<file path="src/rtl/tdc_meas_sequencer.sv">
// rtl/tdc_meas_sequencer.sv - burst sequencer for single-shot TDC measurements with byte-stream result output
//
// Purpose:
//   Runs a burst of 1..16 TDC shots. Each shot clears the TDC, counts coarse
//   clock cycles until a stop rising edge (or a coarse timeout), collects the
//   fine interpolator code (or times out waiting for it), then streams a
//   4-byte result frame over a valid/ready byte interface. eot pulses once
//   when the whole burst has been sent.
//
// Ports:
//   clk         system clock, rising edge
//   reset       asynchronous, active-high
//   arm         start-burst request, only looked at while idle
//   burst_len   shots per burst, latched on arm (0 selects 16)
//   stop        synchronised stop event; its rising edge ends a shot
//   fine_code   fine interpolator code
//   fine_valid  single-cycle strobe qualifying fine_code
//   tdc_clear   one-cycle clear pulse to the TDC core
//   tx_data     result byte
//   tx_valid    tx_data valid
//   tx_ready    byte accepted when high together with tx_valid
//   busy        high whenever not idle
//   eot         one-cycle end-of-burst pulse
//
// Frame layout: {timeout, 3'b000, index}, coarse[15:8], coarse[7:0], fine.

module tdc_meas_sequencer #(
    parameter logic [15:0] TIMEOUT_CYC = 16'hFFFF,
    parameter int unsigned FINE_WAIT   = 8
) (
    input  logic       clk,
    input  logic       reset,
    input  logic       arm,
    input  logic [3:0] burst_len,
    input  logic       stop,
    input  logic [7:0] fine_code,
    input  logic       fine_valid,
    output logic       tdc_clear,
    output logic [7:0] tx_data,
    output logic       tx_valid,
    input  logic       tx_ready,
    output logic       busy,
    output logic       eot
);

    typedef enum logic [2:0] {
        S_IDLE      = 3'd0,
        S_CLEAR     = 3'd1,
        S_RUN       = 3'd2,
        S_WAIT_FINE = 3'd3,
        S_SEND      = 3'd4,
        S_DONE      = 3'd5
    } state_t;

    localparam logic [15:0] COARSE_LAST = TIMEOUT_CYC - 16'd1;
    localparam logic [7:0]  FINE_LAST   = 8'(FINE_WAIT - 1);

    state_t      state_q, state_d;
    logic        stop_dly_q, stop_dly_d;
    logic [15:0] coarse_q, coarse_d;
    logic [15:0] coarse_cap_q, coarse_cap_d;
    logic [7:0]  fine_cap_q, fine_cap_d;
    logic        timeout_q, timeout_d;
    logic [3:0]  index_q, index_d;
    logic [4:0]  remaining_q, remaining_d;
    logic [7:0]  fine_cnt_q, fine_cnt_d;
    logic [1:0]  byte_q, byte_d;
    logic        tx_valid_q, tx_valid_d;
    logic [7:0]  tx_data_q, tx_data_d;

    logic        stop_edge;
    logic        coarse_expired;
    logic        fine_expired;
    logic        tx_fire;
    logic        last_byte;
    logic [1:0]  byte_sel;
    logic [7:0]  frame_byte;

    always_comb begin
        stop_edge      = stop & ~stop_dly_q;
        coarse_expired = (coarse_q == COARSE_LAST);
        fine_expired   = (fine_cnt_q == FINE_LAST);
        tx_fire        = tx_valid_q & tx_ready;
        last_byte      = (byte_q == 2'd3);
    end

    // Byte to present next: the current index when nothing is on the bus yet
    // (first byte of the frame), otherwise the one after the byte now on the bus.
    always_comb begin
        byte_sel = tx_valid_q ? (byte_q + 2'd1) : byte_q;
        case (byte_sel)
            2'd0:    frame_byte = {timeout_q, 3'b000, index_q};
            2'd1:    frame_byte = coarse_cap_q[15:8];
            2'd2:    frame_byte = coarse_cap_q[7:0];
            default: frame_byte = fine_cap_q;
        endcase
    end

    // State register and datapath registers
    always_ff @(posedge clk or posedge reset) begin
        if (reset) begin
            state_q      <= S_IDLE;
            stop_dly_q   <= 1'b0;
            coarse_q     <= 16'd0;
            coarse_cap_q <= 16'd0;
            fine_cap_q   <= 8'd0;
            timeout_q    <= 1'b0;
            index_q      <= 4'd0;
            remaining_q  <= 5'd0;
            fine_cnt_q   <= 8'd0;
            byte_q       <= 2'd0;
            tx_valid_q   <= 1'b0;
            tx_data_q    <= 8'h00;
        end else begin
            state_q      <= state_d;
            stop_dly_q   <= stop_dly_d;
            coarse_q     <= coarse_d;
            coarse_cap_q <= coarse_cap_d;
            fine_cap_q   <= fine_cap_d;
            timeout_q    <= timeout_d;
            index_q      <= index_d;
            remaining_q  <= remaining_d;
            fine_cnt_q   <= fine_cnt_d;
            byte_q       <= byte_d;
            tx_valid_q   <= tx_valid_d;
            tx_data_q    <= tx_data_d;
        end
    end

    // Next-state logic
    always_comb begin
        state_d = state_q;
        case (state_q)
            S_IDLE: begin
                if (arm) begin
                    state_d = S_CLEAR;
                end
            end
            S_CLEAR: begin
                state_d = S_RUN;
            end
            S_RUN: begin
                // A stop edge in the timeout cycle still counts as a measurement.
                if (stop_edge) begin
                    state_d = S_WAIT_FINE;
                end else if (coarse_expired) begin
                    state_d = S_SEND;
                end
            end
            S_WAIT_FINE: begin
                if (fine_valid || fine_expired) begin
                    state_d = S_SEND;
                end
            end
            S_SEND: begin
                if (tx_fire && last_byte) begin
                    state_d = (remaining_q > 5'd1) ? S_CLEAR : S_DONE;
                end
            end
            S_DONE: begin
                state_d = S_IDLE;
            end
            default: begin
                state_d = S_IDLE;
            end
        endcase
    end

    // Datapath next values
    always_comb begin
        stop_dly_d   = stop;
        coarse_d     = coarse_q;
        coarse_cap_d = coarse_cap_q;
        fine_cap_d   = fine_cap_q;
        timeout_d    = timeout_q;
        index_d      = index_q;
        remaining_d  = remaining_q;
        fine_cnt_d   = fine_cnt_q;
        byte_d       = byte_q;
        tx_valid_d   = tx_valid_q;
        tx_data_d    = tx_data_q;

        case (state_q)
            S_IDLE: begin
                if (arm) begin
                    remaining_d = (burst_len == 4'd0) ? 5'd16 : {1'b0, burst_len};
                    index_d     = 4'd0;
                end
            end
            S_CLEAR: begin
                coarse_d = 16'd0;
                byte_d   = 2'd0;
            end
            S_RUN: begin
                coarse_d   = coarse_q + 16'd1;
                fine_cnt_d = 8'd0;
                if (stop_edge) begin
                    coarse_cap_d = coarse_q;
                    timeout_d    = 1'b0;
                end else if (coarse_expired) begin
                    coarse_cap_d = 16'hFFFF;
                    fine_cap_d   = 8'hFF;
                    timeout_d    = 1'b1;
                end
            end
            S_WAIT_FINE: begin
                if (fine_valid) begin
                    fine_cap_d = fine_code;
                end else if (fine_expired) begin
                    fine_cap_d = 8'hFF;
                    timeout_d  = 1'b1;
                end else begin
                    fine_cnt_d = fine_cnt_q + 8'd1;
                end
            end
            S_SEND: begin
                // tx_valid is low only in the first SEND cycle, so raising it
                // here puts byte 0 on the bus one cycle after SEND entry.
                if (!tx_valid_q) begin
                    tx_valid_d = 1'b1;
                    tx_data_d  = frame_byte;
                end else if (tx_fire) begin
                    if (last_byte) begin
                        tx_valid_d  = 1'b0;
                        index_d     = index_q + 4'd1;
                        remaining_d = remaining_q - 5'd1;
                    end else begin
                        byte_d    = byte_q + 2'd1;
                        tx_data_d = frame_byte;
                    end
                end
            end
            default: begin
            end
        endcase
    end

    // Outputs
    always_comb begin
        tdc_clear = (state_q == S_CLEAR);
        busy      = (state_q != S_IDLE);
        eot       = (state_q == S_DONE);
        tx_valid  = tx_valid_q;
        tx_data   = tx_data_q;
    end

endmodule

</file>
<file path="config.mk">
export PLATFORM = sky130hd
export DESIGN_NAME = tdc_meas_sequencer
export DESIGN_NICKNAME = d
export VERILOG_FILES = /design/src/rtl/tdc_meas_sequencer.sv
export SDC_FILE = /design/constraint.sdc
export NUM_CORES = 1
export LEC_CHECK = 0
export ABC_AREA = 1
export BUFFER_PORTS_ARGS = -buffer_cell sky130_fd_sc_hd__buf_2
export CORE_MARGIN = 3
export CORE_UTILIZATION = 47
export DETAILED_ROUTE_END_ITERATION = 10
export MAX_ROUTING_LAYER = met4
export RECOVER_POWER = 25
export SETUP_SLACK_MARGIN = 0.05
export SKIP_LAST_GASP = 1
export SLEW_MARGIN = 25
export SYNTH_ARGS = -nofsm -noshare
export SYNTH_HDL_FRONTEND = slang
export SYNTH_SLANG_ARGS = --single-unit
</file>
<file path="constraint.sdc">
create_clock -name clk -period 2.7 [get_ports clk]
set_input_delay 0.135 -clock clk [delete_from_list [all_inputs] [get_ports clk]]
set_output_delay 0.135 -clock clk [all_outputs]
set_load 0.05 [all_outputs]
</file>
## Yosys cells after proc, flatten, opt, wreduce, memory -nomap -nowiden

Index checks and enable logic that the tools add are counted.

| storage, ports and cells | value |
|---|---|
| logic and storage cells | 112 |
| bits of input ports | 18 |
| bits in registers | 73 |

| cells by class | value |
|---|---|
| reduce and logical (&&, ||, !) cells | 19 |
| equal/unequal tests | 26 |
| muxes and demuxes | 46 |
| order comparisons | 1 |
| bitwise operators | 3 |
| $add $sub $neg | 5 |

Operator list:

| cell | count |
|---|---|
| two-way mux 8 bit | 9 |
| two-way mux 16 bit | 2 |
| one-hot mux 16 bit (2 select lines) | 1 |
| one-hot mux 8 bit (2 select lines) | 2 |
| != test 2 bit (second input constant) | 13 |
| two-way mux 5 bit | 5 |
| one-hot mux 8 bit (3 select lines) | 1 |
| two-way mux 3 bit | 6 |
| adder 16 x 1 -> 16 bit (second input constant) | 1 |
| == test 16 bit (second input constant) | 1 |
| two-way mux 4 bit | 4 |
| AND reduction 4 bit | 4 |
| one-hot mux 3 bit (5 select lines) | 1 |
| one-hot mux 5 bit (2 select lines) | 1 |
| nonzero test 2 bit | 5 |
| adder 8 x 1 -> 8 bit (second input constant) | 1 |
| == test 8 x 3 -> 1 bit (second input constant) | 1 |
| two-way mux 2 bit | 4 |
| one-hot mux 4 bit (2 select lines) | 1 |
| two-way mux 1 bit | 7 |
| == test 3 x 2 -> 1 bit (second input constant) | 2 |
| == test 3 bit (second input constant) | 2 |
| != test 3 bit (second input constant) | 2 |
| AND reduction 3 bit | 2 |
| other kinds (20) | 22 |

## Depth between registers and ports, before layout

Gate-level depths: netlist (run 1).

| logic depth | value |
|---|---|
| depth after elaboration | 7 |
| gate-level depth with buffers | 11 |
| depth with buffers taken out | 11 |

## Worst setup path after synthesis (run 1)

No wires, ideal clock.

| path | value |
|---|---|
| kind | reg2out |
| start point | register state_q[2] |
| end point | output port eot |
| cell stages (with the launch flop) | 3 |
| path slack | 1004 ps |
| arrival | 1561 ps |
| buffers on the path | 0 |
| path through | dfrtp_1 inv_1 nor3_1 |

| between the ends | value |
|---|---|
| cells in the longest elaborated chain, start to end | 1 |

Ends and longest elaborated chain:

| element | RTL line | source |
|---|---|---|
| start: declaration | 58 | `state_t state_q, state_d;` |
| start signal: assignment | 115 | `state_q <= state_d;` |
| == test 3 bit | 242 | `eot = (state_q == S_DONE);` |
| end: declaration | 43 | `output logic eot` |

Every way passes these cells.

==> results of run 1 <==
-- flip-flops by register name (all words and copies together) (netlist names) --
register / flops
byte_q: 2
coarse_cap_q: 16
coarse_q: 16
fine_cap_q: 8
fine_cnt_q: 8
index_q: 4
remaining_q: 5
state_q: 3
stop_dly_q: 1
timeout_q: 1
tx_data: 8
tx_valid: 1
-- area by class of cell --
| class | instances | area, µm² |
|---|---|---|
| sequential | 73 | 1827 |
| clock inverter | 7 | 102.6 |
| clock buffer | 9 | 123.9 |
| timing repair buffer | 33 | 176.4 |
| tap | 102 | 127.6 |
| multi-input combinational | 397 | 1836 |
| inverter | 59 | 224.0 |
| fill | 773 | 3511 |
-- worst register-to-register path, cell delays in order, from the launching register on --
cell     delay [ns]
dfrtp_1        0.43
nor2_2         0.19
nand2_1        0.35
o21a_2         0.36
nand2_2        0.13
inv_2          0.11
nand2_1        0.07
o21ai_1        0.06
-- worst min-delay path by stage --
stage	cells after the start	endpoint	from	slack [ns]
finish	5	remaining_q[2]	burst_len[2]	0.13
global route	5	fine_cap_q[7]	fine_code[7]	0.15
CTS	5	remaining_q[2]	burst_len[2]	0.12
detailed placement	3	coarse_q[13]	reset	0.25
global placement	3	stop_dly_q	reset	0.25
floorplan	0	stop_dly_q	stop	0.17
-- report_power, final --
part / internal [mW] / switching [mW]
combinational: 0.473 / 1.16
clock: 0.531 / 0.438
sequential: 1.43 / 0.254
-- metal layers --
metal	share of wire (%)	GRT usage [%]
met5	0	-
met4	3.0	6.922
met3	3.5	4.379
met2	45	30.57
met1	49	26.90
-- cell families (layout without fill, tap and decap cells) --
| family | Yosys count | after routing | synth area share (%) |
|---|---|---|---|
| AOI/OAI and AO/OA | 61 | 61 | 8.379 |
| xor gates and xnor gates | 6 | 6 | 1.333 |
| adders and majority gates | 7 | 7 | 2.221 |
| buffers and inverters | 68 | 108 | 7.109 |
| DFF | 73 | 73 | 46.33 |
| and+or+nand+nor | 323 | 323 | 34.62 |
-- layout by cell type, fill, tap and decap left out, types with 3 or more instances in the layout --
| cell type | n |
|---|---|
| o21ai_0 | 33 |
| nand2_2 | 5 |
| nand2_1 | 146 |
| nor2_2 | 5 |
| xor2_1 | 5 |
| ha_1 | 7 |
| nand4_1 | 6 |
| clkbuf_8 | 9 |
| a21oi_1 | 10 |
| nor2_1 | 100 |
| o21ai_1 | 8 |
| buf_2 | 28 |
| inv_2 | 6 |
| nand3_1 | 48 |
| or2_2 | 3 |
| dfrtp_1 | 73 |
| inv_1 | 51 |
| nor3_1 | 4 |
==> metrics.md, run 1 <==
| Metric | Value |
|---|---|
| Cell with the most instances after synthesis | nand2_1 |
| Prevailing post-synth register cell | dfrtp_1 |
| Critical Path Start | reset |
| Area contributors post-synth | dfrtp_1 46%, nand2_1 14%, nor2_1 9.5%, nand3_1 6.1%, inv_1 5.0% |
| Area after DPL | 4187 µm² |
| Mapped cell area | 3943 µm² |
| R2r setup slk | 0.88 ns |
| Top cell type's share of synthesized area | about 46% |
| Fraction of layout cells with a size suffix above 1 | between 10% and 20% |
| Row cnt | 32 |
| GRT overflow | 0 |
| Slowest cell on the critical path | clkbuf_2 |
| Synthesized flop and latch total | 73 |
| Vias in the first global route | ~3200 |
| P_leak | 2.236 nW |
| Max Clk Rate | 490.2 MHz |
| Routed WL | around 8.9 mm |
| Routed WL per cell | roughly 13 µm |
| Final Critical Period | ~2 ns |
| Worst hold slack | 0.1326 ns |
| Clk buf depth | 2 |
| Max FO, Critical Path | 73 |
| CTS tree | built |
| R2R depth | 7 |
| Setup ws final | roughly 0.66 ns |
| Mapped Cells | 538 |
| Final #Nets | roughly 600 |
| CTS Hold Bufs | 2 |
| CP bufs+invs | 4 |
| Final worst-path cycle share | 75.56% |
| Reg clk slew, reported paths | 0.08 ns |
| Synth top cells by count | 146 x nand2_1, 100 x nor2_1, 73 x dfrtp_1 |
| # DRC | 0 |
| Sequential-to-total area share from yosys stat | 46.33% |
| Setup TNS | 0 ns |
| Worst skew pair latency | 0.35 ns |
| GRT Overall Usage | 20.17% |
| Async SR Flop Fraction | 100.0% |
| RSZ-0062 raised after global routing | no |
| Port Buffers | 29 |
| Die ar. | about 9500 µm² |
| CP top delay family | buffers and inverters |
| Failing checks | capacitance limit, slew limit |
| Vias per cell | 5.025 |
| Pre-antenna DRT Iters | 4 |
| Max incr delay on CP | 1.27 ns |
| Pre-CTS setup slack | 0.8879 ns |
| Max_slew headroom | -19.44% |
| Placed cell count | around 660 |
| CTS Root Cell | clkbuf_8 |
| P&R area growth vs syn | 12.03% |
| Status | finished with violations |
| CTS resizes | 0 |
| Antenna Violating Nets Remaining | 0 |
| Crit path DAT | around 2.2 ns |
| Mean Syn Cell Area | 7.328 µm² |
| Post-synth EDFFs | 0 |
| Global-route wire length before repair | 15.12 mm |
| Critical path class | in -> async |
| Cell taking the most area after synthesis | dfrtp_1 |
| CP Launch Type | input port |
| CTS buffer count | 9 |
| Max H-tree Level | 3 |
| Worst R2R End | remaining_q[0] |
| Final Core Density | 55.71% |
| Ant diodes | 0 |
| Routability cong. | 0.8823 |
| Slew @ Worst Pin | ~1.8 ns |
| # clock sinks | 73 |
| Detailed placer's ending HPWL | about 6.6 mm |
| Cell Pwr Density | 971.4 nW/µm² |
| Hold Vio Cnt, Final | 0 |
| Critical-path cell list | dlygate4sd3_1, buf_2, inv_2, clkbuf_2 |
| Setup crit end kind | asynchronous set/reset pin |
| Fin area | 4417 µm² |
| Total power | 4.291 mW |
| Max cap viols | 1 |
| Initial antenna violation count | 0 |
| Ys Warns | 0 |
| Library cells used by synthesis | 35 |
| Starting Density | 49.73% |
| Die Span X | 97.59 µm |
| Worst vdd ir | 564.4 µV |
| Worst path required time | 2.81 ns |
| Worst hold path type | in -> reg |
| Syn Nets | 563 |
| DR iter-0 viols | 155 |
| Final setup vio count | 0 |
| Clock skew | 0.01832 ns |
| DR vias | ~3400 |
| Post-CTS setup buffers | 0 |
| Critical Path Sink | coarse_q[7] |
| Final Max Slew Viols | 74 |
| Largest net degree at the start of global routing | 74 |
| Vert. Die Dim | 97.59 µm |
| Stages on worst setup path | 4 |
| Core footprint | 7928 µm² |
| Worst r2r src | state_q[1] |
| Finished Layout Cells | slightly below 700 |
| Io pins | 30 |
Power figures use the tool's default switching activity.
==> run 2, diff against run 1 <==
Settings changed: PLACE_DENSITY set to 0.67.
Clock period 2.7 ns to 1.67 ns, I/O delays scaled along.
==> run 2 against run 1 <==
Net effect:
- the run now ends clean
- clock skew down 0.0059 ns
- cell count up 3.2%
- register-to-register slack worse by 0.78 ns
- routed wire length up 6.1%
- design area up 6.7%
- non-clock buffer count up 21
- sequential share of layout area down 2.5 points
- sequential cell count unchanged
- sequential power up 63%
- highest routed layer unchanged
==> metrics.md, run 2 (synthesis gave the netlist of run 1 again) <==
| Metric | Value |
|---|---|
| CP top delay family | simple AND/OR/NAND/NOR gates |
| Largest registers | coarse_cap_q: 16 flops, coarse_q: 16 flops |
| Critical-path cell list | inv_2, ha_4, nand2_2, inv_2, nand2_2, nor2_4, nand3_2, nand2_4, buf_6, nand2_8, nand2_2, nand2_1 |
| Final Max Slew Viols | 0 (-100%) |
| Largest net degree at the start of global routing | 29 (-61%) |
| M3 GR Usage | 3.230% (-1.1 points) |
| Clk buf depth | 2 (unchanged) |
| DR iter-0 viols | 155 (unchanged) |
| Ant diodes | 0 (unchanged) |
| Max incr delay on CP | 0.40 ns (-0.87 ns) |
| Routed WL per cell | 13.44 µm (+2.7%) |
| Worst vdd ir | 634.0 µV (+12%) |
| Detailed placer's ending HPWL | 6.851 mm (+3.1%) |
| Routability cong. | 0.9486 (+7.5%) |
| Max_slew headroom | 39.55% (+59 points) |
| Global-route wire length before repair | 16.08 mm (+6.3%) |
| Worst skew pair latency | 0.35 ns (about the same) |
| Core footprint | 7928 µm² (unchanged) |
| Max FO, Critical Path | 8 (-89%) |
| Worst hold path type | in -> reg |
| Cell Pwr Density | 1519 nW/µm² (+56%) |
| Routed WL | 9.433 mm (+6.1%) |
| Setup crit end kind | flop |
| CP bufs+invs | 3 (-1) |
| Final #Nets | 620 (+3.7%) |
| Vert. Die Dim | 97.59 µm (unchanged) |
| Port Buffers | 29 (unchanged) |
| CTS Root Cell | clkbuf_8 |
| CTS buffer count | 9 (unchanged) |
| Slowest cell on the critical path | dfrtp_1 |
| CTS tree | built |
| Most frequent cells in the layout | 134 x nand2_1, 95 x nor2_1, 69 x dfrtp_1, 47 x nand3_1, 46 x inv_1 |
| # DRC | 0 (unchanged) |
| P_leak | 2.333 nW (+4.3%) |
| Io pins | 30 (unchanged) |
| Max H-tree Level | 3 (unchanged) |
| Initial antenna violation count | 0 (unchanged) |
| GRT Overall Usage | 21.10% (+0.93 points) |
| DR vias | 3602 (+5.4%) |
| Reg clk slew, reported paths | 0.08 ns (about the same) |
| P&R area growth vs syn | 19.58% |
| Status | finished, final reports clean |
| Worst path required time | 1.91 ns (-0.90 ns) |
| Met2 usage | 32.26% (+1.7 points) |
| Vias per cell | 5.131 (+2.1%) |
| Crit path DAT | 1.82 ns (-0.33 ns) |
| # fillers | 742 (-4.0%) |
| Fraction of layout cells with a size suffix above 1 | 20.67% (+8.2 points) |
| Global route hottest layer | met2 |
| GRT overflow | 0 (unchanged) |
| Final Core Density | 59.47% (+3.8 points) |
| Die Span X | 97.59 µm (unchanged) |
| Critical path class | reg -> reg |
| Finished Layout Cells | 702 (+3.2%) |
| Final setup vio count | 0 (unchanged) |
| Final Critical Period | 1.573 ns |
| Row cnt | 32 (unchanged) |
| Max Clk Rate | 635.7 MHz |
| Slew @ Worst Pin | 0.9017 ns (-0.8898 ns) |
| Clock skew | 0.01243 ns (-0.005890 ns) |
| M1 GR Usage | 27.66% (+0.76 points) |
| CP Launch Type | flop |
| Starting Density | 49.73% (unchanged) |
| Most common cell after layout, fill and taps aside | nand2_1 |
| Vias in the first global route | 3498 (+11%) |
| Pre-antenna DRT Iters | 4 (unchanged) |
| Hold Vio Cnt, Final | 0 (unchanged) |
| Max cap viols | 0 (-1) |
| Antenna Violating Nets Remaining | 0 (unchanged) |
| CP dominant cell by count | nand2_2 |
| Final worst-path cycle share | between 90% and 100% |
| RSZ-0062 raised after global routing | yes |
| Die ar. | 9524 µm² (unchanged) |
| # clock sinks | 73 (unchanged) |
| Placed cell count | 678 (+2.4%) |
-- run 2: cell count changes in the layout (fill, tap and decap cells not counted), moves of 2 or more --
cell        previous run  this run
nand2_1              146       134
inv_2                  6         9
nor2_4                 2         7
nor2_1               100        95
dfrtp_1               73        69
dfrtp_2                0         4
inv_1                 51        46
nand2_4                2         5
buf_6                  0         3
nand2_2                5        13
clkbuf_4               0         2
buf_4                  1        19
clkinvlp_4             0         2
-- run 2: repair_timing --
| action | in CTS | in global routing |
|---|---|---|
| hold buffers | 2 | 0 |
| cloned | 0 | 1 |
| endpoints found under the hold margin | 19 | 0 |
| gates resized for setup | 5 | 44 |
| endpoints found under the setup margin | 23 | 52 |
| pin swaps | 0 | 8 |
| setup buffers | 0 | 5 |
-- run 2: worst register-to-register path: stages (launching register included) --
cell     delay (ns)
dfrtp_1        0.40
inv_2          0.09
ha_4           0.13
nand2_2        0.05
inv_2          0.05
nand2_2        0.06
nor2_4         0.13
nand3_2        0.15
nand2_4        0.12
buf_6          0.11
nand2_8        0.07
nand2_2        0.07
nand2_1        0.04
-- run 2: cell type report --
type	count	area [µm²]	area share, %
flip-flops and latches	73	1832	38.85
multi-input cells	398	1976	41.91
well taps	102	127.6	2.707
inverters	59	232.7	4.936
repair buffers	54	350.3	7.431
clock buffers	11	141.4	2.999
clock inverters	5	55.05	1.168
-- run 2: path summary, 6_finish.rpt --
| kind | startpoint | to | slack (ns) | cells past startpoint |
|---|---|---|---|---|
| max | coarse_q[0] | fine_cap_q[1] | 0.1 | 12 |
| min | burst_len[2] | remaining_q[2] | 0.06 | 5 |
| max reg2reg | coarse_q[0] | fine_cap_q[1] | 0.1 | 12 |
| min reg2reg | fine_cap_q[1] | fine_cap_q[1] | 0.49 | 2 |
| max in group asynchronous | reset | tx_valid | 0.33 | 4 |
| min in group asynchronous | reset | fine_cnt_q[7] | 0.42 | 3 |
-- run 2: per-stage QoR --
stage               setup TNS, ns  setup slack (ns)  hold slack (ns)  instance area [µm²]  total power [mW]
detailed placement              0           0.02190           0.1526                 4329             5.540
global route            -0.008172         -0.008172          0.06608                 4715             7.706
finish                          0           0.09703          0.05737                 4715             7.160
global placement                0            0.1024           0.1455                 4329             5.451
CTS                             0           0.03761          0.04967                 4557             6.963
floorplan                       0            0.1692           0.1149                 3953             4.785
-- run 2: power by group --
group          internal (mW)  switching (mW)
registers               2.32           0.421
clock network          0.726           0.672
logic                  0.958            2.06
total                   4.01            3.15
-- run 2: layer usage --
metal / vias to the layer above / part of all wire (%)
met2: 61 / 47
met4: 0 / 2.8
li1: 1823 / -
met3: 28 / 2.9
met1: 1690 / 47
met5: - / 0
